<file path="src/rtl/mem_access.sv">
// mem_access: MEM stage of the RV32I pipeline.
//   Decodes loads/stores from the EXE/MEM registers, drives the data-memory
//   req/ack bus, extracts and extends load data, and fills the MEM/WB registers.
//   A bus access that is not acknowledged in its first cycle holds stall_mem high
//   until ack or timeout, and MEM/WB receives a bubble on every stalled cycle.
//   XLEN is 32 in practice: the byte lanes and dmem_be assume a 4-byte word.
// Ports:
//   clk, rst                  clock, asynchronous active-high reset
//   pc/alu/rs2/instr/rd_mem   EXE/MEM register inputs
//   forward_mem               alu_mem passed straight through to EXE forwarding
//   stall_mem                 freeze IF..EXE and the EXE/MEM registers
//   dmem_*                    data-memory bus (req/we/addr/be/wdata out, rdata/ack in)
//   pc/result/instr/rd_wb     MEM/WB registers
//   mem_fault                 one-cycle pulse on misaligned/illegal access or timeout
//
// state | meaning
// ------+-------------------------------------------------------------
// IDLE  | no access outstanding; a legal mem op requests the bus here
// WAIT  | request outstanding, upstream frozen, counting toward TIMEOUT
module mem_access #(
   parameter int unsigned XLEN    = 32,
   parameter int unsigned TIMEOUT = 255
) (
   input  logic            clk,
   input  logic            rst,
   input  logic [XLEN-1:0] pc_mem,
   input  logic [XLEN-1:0] alu_mem,
   input  logic [XLEN-1:0] rs2_mem,
   input  logic [XLEN-1:0] instr_mem,
   input  logic [4:0]      rd_addr_mem,
   output logic [XLEN-1:0] forward_mem,
   output logic            stall_mem,
   output logic            dmem_req,
   output logic            dmem_we,
   output logic [XLEN-1:0] dmem_addr,
   output logic [3:0]      dmem_be,
   output logic [XLEN-1:0] dmem_wdata,
   input  logic [XLEN-1:0] dmem_rdata,
   input  logic            dmem_ack,
   output logic [XLEN-1:0] pc_wb,
   output logic [XLEN-1:0] result_wb,
   output logic [XLEN-1:0] instr_wb,
   output logic [4:0]      rd_addr_wb,
   output logic            mem_fault
);

   localparam logic [0:0] ST_IDLE = 1'b0;
   localparam logic [0:0] ST_WAIT = 1'b1;

   localparam int unsigned     CW        = (TIMEOUT < 2) ? 1 : $clog2(TIMEOUT + 1);
   localparam logic [CW-1:0]   CNT_LIMIT = CW'(TIMEOUT);
   localparam logic [XLEN-1:0] NOP_INSTR = XLEN'(32'h0000_0013);

   logic [0:0]      state_q, state_d;
   logic [CW-1:0]   cnt_q, cnt_d;
   logic [XLEN-1:0] pc_wb_q, pc_wb_d;
   logic [XLEN-1:0] result_wb_q, result_wb_d;
   logic [XLEN-1:0] instr_wb_q, instr_wb_d;
   logic [4:0]      rd_addr_wb_q, rd_addr_wb_d;
   logic            mem_fault_q, mem_fault_d;

   logic [6:0]      opcode;
   logic [2:0]      funct3;
   logic [1:0]      off;
   logic            is_load, is_store, is_mem, f3_ok, align_ok, legal_op, dec_fault;
   logic [3:0]      be_lane;
   logic [XLEN-1:0] wdata_lane;
   logic [7:0]      byte_sel;
   logic [15:0]     half_sel;
   logic [XLEN-1:0] load_val;
   logic            req, stall, done, timeout;

   // ---------------- decode ----------------
   always_comb begin
      opcode   = instr_mem[6:0];
      funct3   = instr_mem[14:12];
      off      = alu_mem[1:0];
      is_load  = (opcode == 7'b0000011);
      is_store = (opcode == 7'b0100011);
      is_mem   = is_load | is_store;
      f3_ok    = 1'b0;
      if (is_load) begin
         f3_ok = (funct3 != 3'b011) && (funct3 != 3'b110) && (funct3 != 3'b111);
      end else if (is_store) begin
         f3_ok = (funct3[2] == 1'b0) && (funct3[1:0] != 2'b11);
      end
      // funct3[1:0] encodes the access size for both loads and stores
      case (funct3[1:0])
         2'b00:   align_ok = 1'b1;
         2'b01:   align_ok = ~off[0];
         default: align_ok = (off == 2'b00);
      endcase
      legal_op  = is_mem & f3_ok & align_ok;
      dec_fault = is_mem & ~legal_op;
   end

   // ---------------- store lanes / load extract ----------------
   always_comb begin
      case (funct3[1:0])
         2'b00: begin
            be_lane    = 4'b0001 << off;
            wdata_lane = {(XLEN/8){rs2_mem[7:0]}};
         end
         2'b01: begin
            be_lane    = 4'b0011 << off;
            wdata_lane = {(XLEN/16){rs2_mem[15:0]}};
         end
         default: begin
            be_lane    = 4'b1111;
            wdata_lane = rs2_mem;
         end
      endcase

      case (off)
         2'b00:   byte_sel = dmem_rdata[7:0];
         2'b01:   byte_sel = dmem_rdata[15:8];
         2'b10:   byte_sel = dmem_rdata[23:16];
         default: byte_sel = dmem_rdata[31:24];
      endcase
      half_sel = off[1] ? dmem_rdata[31:16] : dmem_rdata[15:0];

      case (funct3)
         3'b000:  load_val = {{(XLEN-8){byte_sel[7]}}, byte_sel};
         3'b001:  load_val = {{(XLEN-16){half_sel[15]}}, half_sel};
         3'b100:  load_val = {{(XLEN-8){1'b0}}, byte_sel};
         3'b101:  load_val = {{(XLEN-16){1'b0}}, half_sel};
         default: load_val = dmem_rdata;
      endcase
   end

   // ---------------- FSM ----------------
   always_comb begin
      state_d = state_q;
      cnt_d   = cnt_q;
      req     = 1'b0;
      stall   = 1'b0;
      done    = 1'b0;
      timeout = 1'b0;
      case (state_q)
         ST_IDLE: begin
            if (legal_op) begin
               req = 1'b1;
               if (dmem_ack) begin
                  done = 1'b1;
               end else begin
                  stall   = 1'b1;
                  state_d = ST_WAIT;
                  cnt_d   = CW'(1);
               end
            end
         end
         ST_WAIT: begin
            // Timeout wins over a late ack: the request is already withdrawn.
            if ((TIMEOUT != 0) && (cnt_q == CNT_LIMIT)) begin
               timeout = 1'b1;
               state_d = ST_IDLE;
               cnt_d   = '0;
            end else begin
               req = 1'b1;
               if (dmem_ack) begin
                  done    = 1'b1;
                  state_d = ST_IDLE;
                  cnt_d   = '0;
               end else begin
                  stall = 1'b1;
                  if (TIMEOUT != 0) begin
                     cnt_d = cnt_q + CW'(1);
                  end
               end
            end
         end
         default: begin
            state_d = ST_IDLE;
            cnt_d   = '0;
         end
      endcase
   end

   // ---------------- MEM/WB next value ----------------
   always_comb begin
      pc_wb_d      = pc_mem;
      result_wb_d  = '0;
      instr_wb_d   = NOP_INSTR;
      rd_addr_wb_d = '0;
      mem_fault_d  = 1'b0;
      if (timeout) begin
         mem_fault_d = 1'b1;
      end else if (stall) begin
         // bubble: the instruction writes back once, on completion
      end else if (done) begin
         result_wb_d  = is_load ? load_val : alu_mem;
         instr_wb_d   = instr_mem;
         rd_addr_wb_d = is_store ? 5'd0 : rd_addr_mem;
      end else if ((state_q == ST_IDLE) && dec_fault) begin
         mem_fault_d = 1'b1;
      end else if (!is_mem) begin
         result_wb_d  = alu_mem;
         instr_wb_d   = instr_mem;
         rd_addr_wb_d = rd_addr_mem;
      end
   end

   always_ff @(posedge clk or posedge rst) begin
      if (rst) begin
         state_q      <= ST_IDLE;
         cnt_q        <= '0;
         pc_wb_q      <= '0;
         result_wb_q  <= '0;
         instr_wb_q   <= '0;
         rd_addr_wb_q <= '0;
         mem_fault_q  <= 1'b0;
      end else begin
         state_q      <= state_d;
         cnt_q        <= cnt_d;
         pc_wb_q      <= pc_wb_d;
         result_wb_q  <= result_wb_d;
         instr_wb_q   <= instr_wb_d;
         rd_addr_wb_q <= rd_addr_wb_d;
         mem_fault_q  <= mem_fault_d;
      end
   end

   // req/stall are combinational from state and inputs; gating with rst
   // makes them drop the instant reset is asserted.
   assign dmem_req    = req & ~rst;
   assign stall_mem   = stall & ~rst;
   assign dmem_we     = dmem_req & is_store;
   assign dmem_addr   = {alu_mem[XLEN-1:2], 2'b00};
   assign dmem_be     = be_lane;
   assign dmem_wdata  = wdata_lane;
   assign forward_mem = alu_mem;

   assign pc_wb       = pc_wb_q;
   assign result_wb   = result_wb_q;
   assign instr_wb    = instr_wb_q;
   assign rd_addr_wb  = rd_addr_wb_q;
   assign mem_fault   = mem_fault_q;

endmodule
</file>
<file path="config.mk">
export PLATFORM = sky130hd
export DESIGN_NAME = mem_access
export DESIGN_NICKNAME = d
export VERILOG_FILES = /design/src/rtl/mem_access.sv
export SDC_FILE = /design/constraint.sdc
export NUM_CORES = 1
export LEC_CHECK = 0
export CORE_AREA = 3 3 145 147
export DETAILED_ROUTE_END_ITERATION = 6
export DIE_AREA = 0 0 148 150
export PLACE_DENSITY = 0.65
export REMOVE_ABC_BUFFERS = 1
export SLEW_MARGIN = 20
export SYNTH_ARGS = -nofsm -noshare
export SYNTH_HDL_FRONTEND = slang
export SYNTH_SLANG_ARGS = --single-unit
</file>
<file path="constraint.sdc">
create_clock -name clk -period 4.1 [get_ports clk]
set_clock_uncertainty 0.1 [all_clocks]
set_input_delay 0.41 -clock clk [delete_from_list [all_inputs] [get_ports clk]]
set_output_delay 0.41 -clock clk [all_outputs]
set_load 0.005 [all_outputs]
</file>
; After elaboration in Yosys (flattened, before gate mapping)
; Index checks and enable logic that the tools add are counted.
; Widths: inputs -> output; s select.
[classes]
addsub = 1
n_eq_ne = 15
shifts = 2
mux = 47
bitwise = 12
reduce_logical = 8
[ops]
columns = operator, count
row1 = $mux 32, 11
row2 = $pmux 32 s4, 1
row3 = $pmux 32 s2, 1
row4 = $mux 8, 4
row5 = $mux 5, 6
row6 = $pmux 8 s3, 1
row7 = $mux 1, 16
row8 = $mux 16, 1
row9 = $pmux 8 s2, 1
row10 = $add 8x1->8 const B, 1
row11 = $eq 8x8->1 const B, 1
row12 = $pmux 1 s2, 4
row13 = $pmux 4 s2, 1
row14 = $eq 7x2->1 const B, 1
row15 = $eq 7x6->1 const B, 1
row16 = $and 1x1->1, 6
row17 = $eq 3x3->1 const B, 2
row18 = $ne 2x2->1 const B, 3
row19 = $ne 3x3->1 const B, 2
row20 = $not 1->1, 5
row21 = $eq 2x1->1 const B, 2
row22 = $logic_and 1x1->1, 4
row23 = $logic_not 2->1, 2
row24 = $shl 1x2->4 const A, 1
row25 = other kinds (7), 7
[totals]
reg_bits = 111
inputBits = 168
output_inout_bits = 205

; Longest topological paths before layout
[logic_depth]
word_depth = 13
depth_mapped = 7
depth_no_buf = 6

; Worst setup path before layout
; No wires, ideal clock.
[synth_path]
path_type = input port to output port
start = input port instr_mem[13]
end = output port dmem_wdata[16]
arrival_time_ns = 1.682
path_slack_ns = 1.908
path_stages = 4
n_path_buf = 3
cell_sequence = clkbuf_1 > clkbuf_1 > buf_1 > mux2_2
[synth_between]
elab_chain_cells = 2
elab_cells_between_ends = 3
[synth_rtl]
columns = element, line_no
row1 = start: declaration, 29  ; input logic [XLEN-1:0] instr_mem,
row2 = $eq 2x1->1 / $logic_not 2->1 (equally long branches), 99  ; case (funct3[1:0])
row3 = $pmux 32 s2 *, 99
row4 = end: declaration, 37  ; output logic [XLEN-1:0] dmem_wdata,
; Mark *: on every way between the ends. The rest lies on a longest branch, timed or not.

; Worst setup path after layout
[layout_path]
start = input port instr_mem[12]
end = output port dmem_we
[layout_between]
elab_chain_cells = 10
elab_cells_between_ends = 18
[layout_rtl]
columns = element, line_no
row1 = $ne 2x2->1 (tied with other cells), 85  ; f3_ok = (funct3[2] == 1'b0) && (funct3[1:0] != 2'b11);
row2 = "$logic_and 1x1->1, on equally long branches", "85, 83"
row3 = $mux 1 / $logic_and 1x1->1 (equally long branches), "84, 83"
row4 = $mux 1, 82  ; if (is_load) begin
row5 = $and 1x1->1, 93  ; legal_op = is_mem & f3_ok & align_ok;
row6 = $and 1x1->1 *, 93
row7 = $mux 1 *, 141  ; if (legal_op) begin
row8 = $pmux 1 s2 *, 139  ; case (state_q)
row9 = $and 1x1->1 *, 225  ; assign dmem_req = req & ~rst;
row10 = $and 1x1->1 *, 227  ; assign dmem_we = dmem_req & is_store;
row11 = end: declaration, 34  ; output logic dmem_we,
; Marked as above.

==> impl_metrics.yaml <==
run_status:
  status: "completed"
worst_setup_path:
  crit_slowest_cell: "clkdlybuf4s50_1"
  cp_cell_sequence: "clkdlybuf4s50_1 -> nor4_2 -> o211ai_2 -> o21a_1 -> nor4_1 -> clkdlybuf4s50_1"
  rrSetupSlack_ns: 1.71
  path_delay_family: "buffers and inverters"
  critPathCaptureType: "output port"
  path_buf_inv: 2
  cp_common_cell: "clkdlybuf4s50_1"
  startpoint_type: "primary input"
  slowest_delay_ns: 0.58
  cp_data_arrival_time_ns: 2.89
  crit_fanout: 11
  crit_type: "primary input to output port"
  worstPathRequired_ns: 3.59
floorplanning:
  die_h_um: 150
  dieArea_mm2: 0.0222
  core_area_mm2: 0.0200
  fp-row-count: 52
  ios: 373
  fp.dieW_um: 148
  start_util_pct: 28.1
final_layout:
  area_growth_syn_to_layout_pct: 66.7
  instances_no_fill: 1102
  most-common-layout-cells: "369 x clkdlybuf4s50_1, 111 x dfrtp_1, 40 x nand2_1, 34 x and2_1, 24 x a21oi_1"
  final_common_cell: "clkdlybuf4s50_1"
  antennaDiodeCount: 0
  postLayoutCellArea_mm2: 0.00938
  final_util_pct: 46.8
  nets: 996
  drive_gt1_share_pct: 7.33
synthesis:
  avgSynthCellArea_um2: 10.5
  yosysSeqAreaShare_pct: 49.4
  syn_area_mm2: 0.00562
  synth-edff-count: 0
  synthArstFlopShare_pct: 100
  ys_ff_latch: 111
  synthCells: 536
  ys_types: 61
  synth-main-ff-cell: "dfrtp_1"
  yosys_warnings: 0
timing:
  rsz0062_at_grt: "no"
  finalCritPeriodShare_pct: 82.8
  setup_violations: 0
  fmax_mhz: 294
  setup_ws_ns: 0.703
  min_period_ns: 3.40
  worst_pin_slew_ns: 0.741
  setup_tns_ns: 0
  hold_violations: 0
  slew_headroom_pct: 50.1
  maxSlewViolCount: 0
drt:
  via_per_inst: 4.68
  dr.pass1.iters: 4
  drt_iter0_drc: 240
  routedWlPerCell_um: 20.5
  drtAntennaViolNets: 0
  num_vias: 5152
  drt-total-wl_mm: 22.6
  drcViolationCount: 0
place:
  dp_hpwl_mm: 18.0
  dpl_cell_area_mm2: 0.00908
  pre_cts_slack_ns: 0.700
  dp.cells: 1086
  numPortBuffers: 370
  place_congestion: 0.822
clocking:
  cts_buffer_depth: 2
  cts-buffers-inserted: 9
  ctsHoldBuffers: 0
  clkTransAtPathRegs_ns: 0.08
  ctsResizeCount: 0
  post_cts_buffers: 0
  clock_latency_ns: 0.36
  h-tree-depth: 3
  numClockSinks: 111
  root_buffer: "clkbuf_16"
  cts_tree: "built"
pwr:
  powerDensity_mw_per_mm2: 289
  p_leak_nw: 3.74
  ir_drop_mv: 0.158
global_routing:
  grt_usage_pct: 19.6
  antenna_found_initial: 3
  grt_max_degree: 64
  overflow: 0
  grt_pass1_wl_mm: 32.6
  grt_pass1_vias: 5161
hold_path:
  hold_path.class: "primary input to flip-flop"
job:
  drv_cap: 0
state kept, by name (all words and copies together), names as in the netlist:
name,count
instr_wb,32
pc_wb,32
result_wb,32
cnt_q,8
rd_addr_wb,5
mem_fault,1
state_q,1
worst reg2reg max path, delay by kind of cell (launching register included):
family	cells	cell delay (ns)
AOI/OAI and AO/OA	2	0.73
DFF	1	0.64
and+or+nand+nor	3	0.55
buffers and inverters	1	0.25
per-stage QoR:
stage | power, W | hold WS, ns
4_1_cts | 0.00275 | 0.365
3_5_place_dp | 0.00186 | 0.412
6_report | 0.00271 | 0.378
5_1_grt | 0.00283 | 0.361
2_1_floorplan | 0.00135 | 0.341
3_3_place_gp | 0.00185 | 0.410
cell type report:
type / count / area, um2
multi-input cells: 316 / 2150
fillers: 1921 / 10700
flip-flops and latches: 111 / 2780
well taps: 270 / 338
inverters: 10 / 40.0
clock buffers: 10 / 229
clock inverters: 6 / 62.6
repair buffers: 379 / 3780
cells by family after synthesis:
kind of cell / count (synthesis) / synth area share (%)
AOI/OAI and AO/OA: 131 / 16.9
xor gates and xnor gates: 2 / 0.312
adders and majority gates: 1 / 0.222
buffers and inverters: 110 / 12.6
DFF: 111 / 49.4
muxes: 31 / 6.10
other: 1 / 0.0667
and+or+nand+nor: 149 / 14.4
synthesized netlist by cell type, types with 7 or more instances:
master      n  area (um2)
a22o_1     15         131
a221oi_1    8        70.1
nand2b_1   18         113
mux2_2     18         203
buf_4      72         541
inv_1      10        37.5
nor2b_1     9        56.3
a22oi_1    12        90.1
mux2i_1    11         110
o21ai_0    22         110
dfrtp_1   111        2780
a21oi_1    24         120
buf_2       8        40.0
clkbuf_1   13        48.8
o221ai_1    7        61.3
nand2_1    40         150
nor2_1     21        78.8
and2_1     34         213
report_power, final:
| group | internal, W | switching [W] |
|---|---|---|
| Combinational | 0.000408 | 0.000238 |
| Clock | 0.000431 | 0.000449 |
| Sequential | 0.00116 | 0.0000239 |
per-layer routing:
metal | vias to the layer above | share of wire [%] | GRT usage (%)
li1 | 2405 | - | -
met5 | - | 0.20 | 0
met1 | 2462 | 40 | 24.0
met2 | 259 | 50 | 33.6
met4 | 6 | 1.0 | 3.97
met3 | 20 | 9.1 | 6.81
path summary, 6_finish.rpt:
kind | cells past startpoint | startpoint | end
setup / recovery | 6 | instr_mem[12] | dmem_we
hold reg to reg | 1 | cnt_q[1]$_DFFE_PP0P_ | cnt_q[1]$_DFFE_PP0P_
max in group asynchronous | 3 | rst | instr_wb[25]$_DFF_PP0_
setup reg to reg | 6 | state_q$_DFF_PP0_ | rd_addr_wb[3]$_DFF_PP0_
hold / removal | 1 | pc_mem[12] | pc_wb[12]$_DFF_PP0_
min in group asynchronous | 2 | rst | result_wb[30]$_DFF_PP0_
Note: power is estimated with default switching activity, not from simulation.
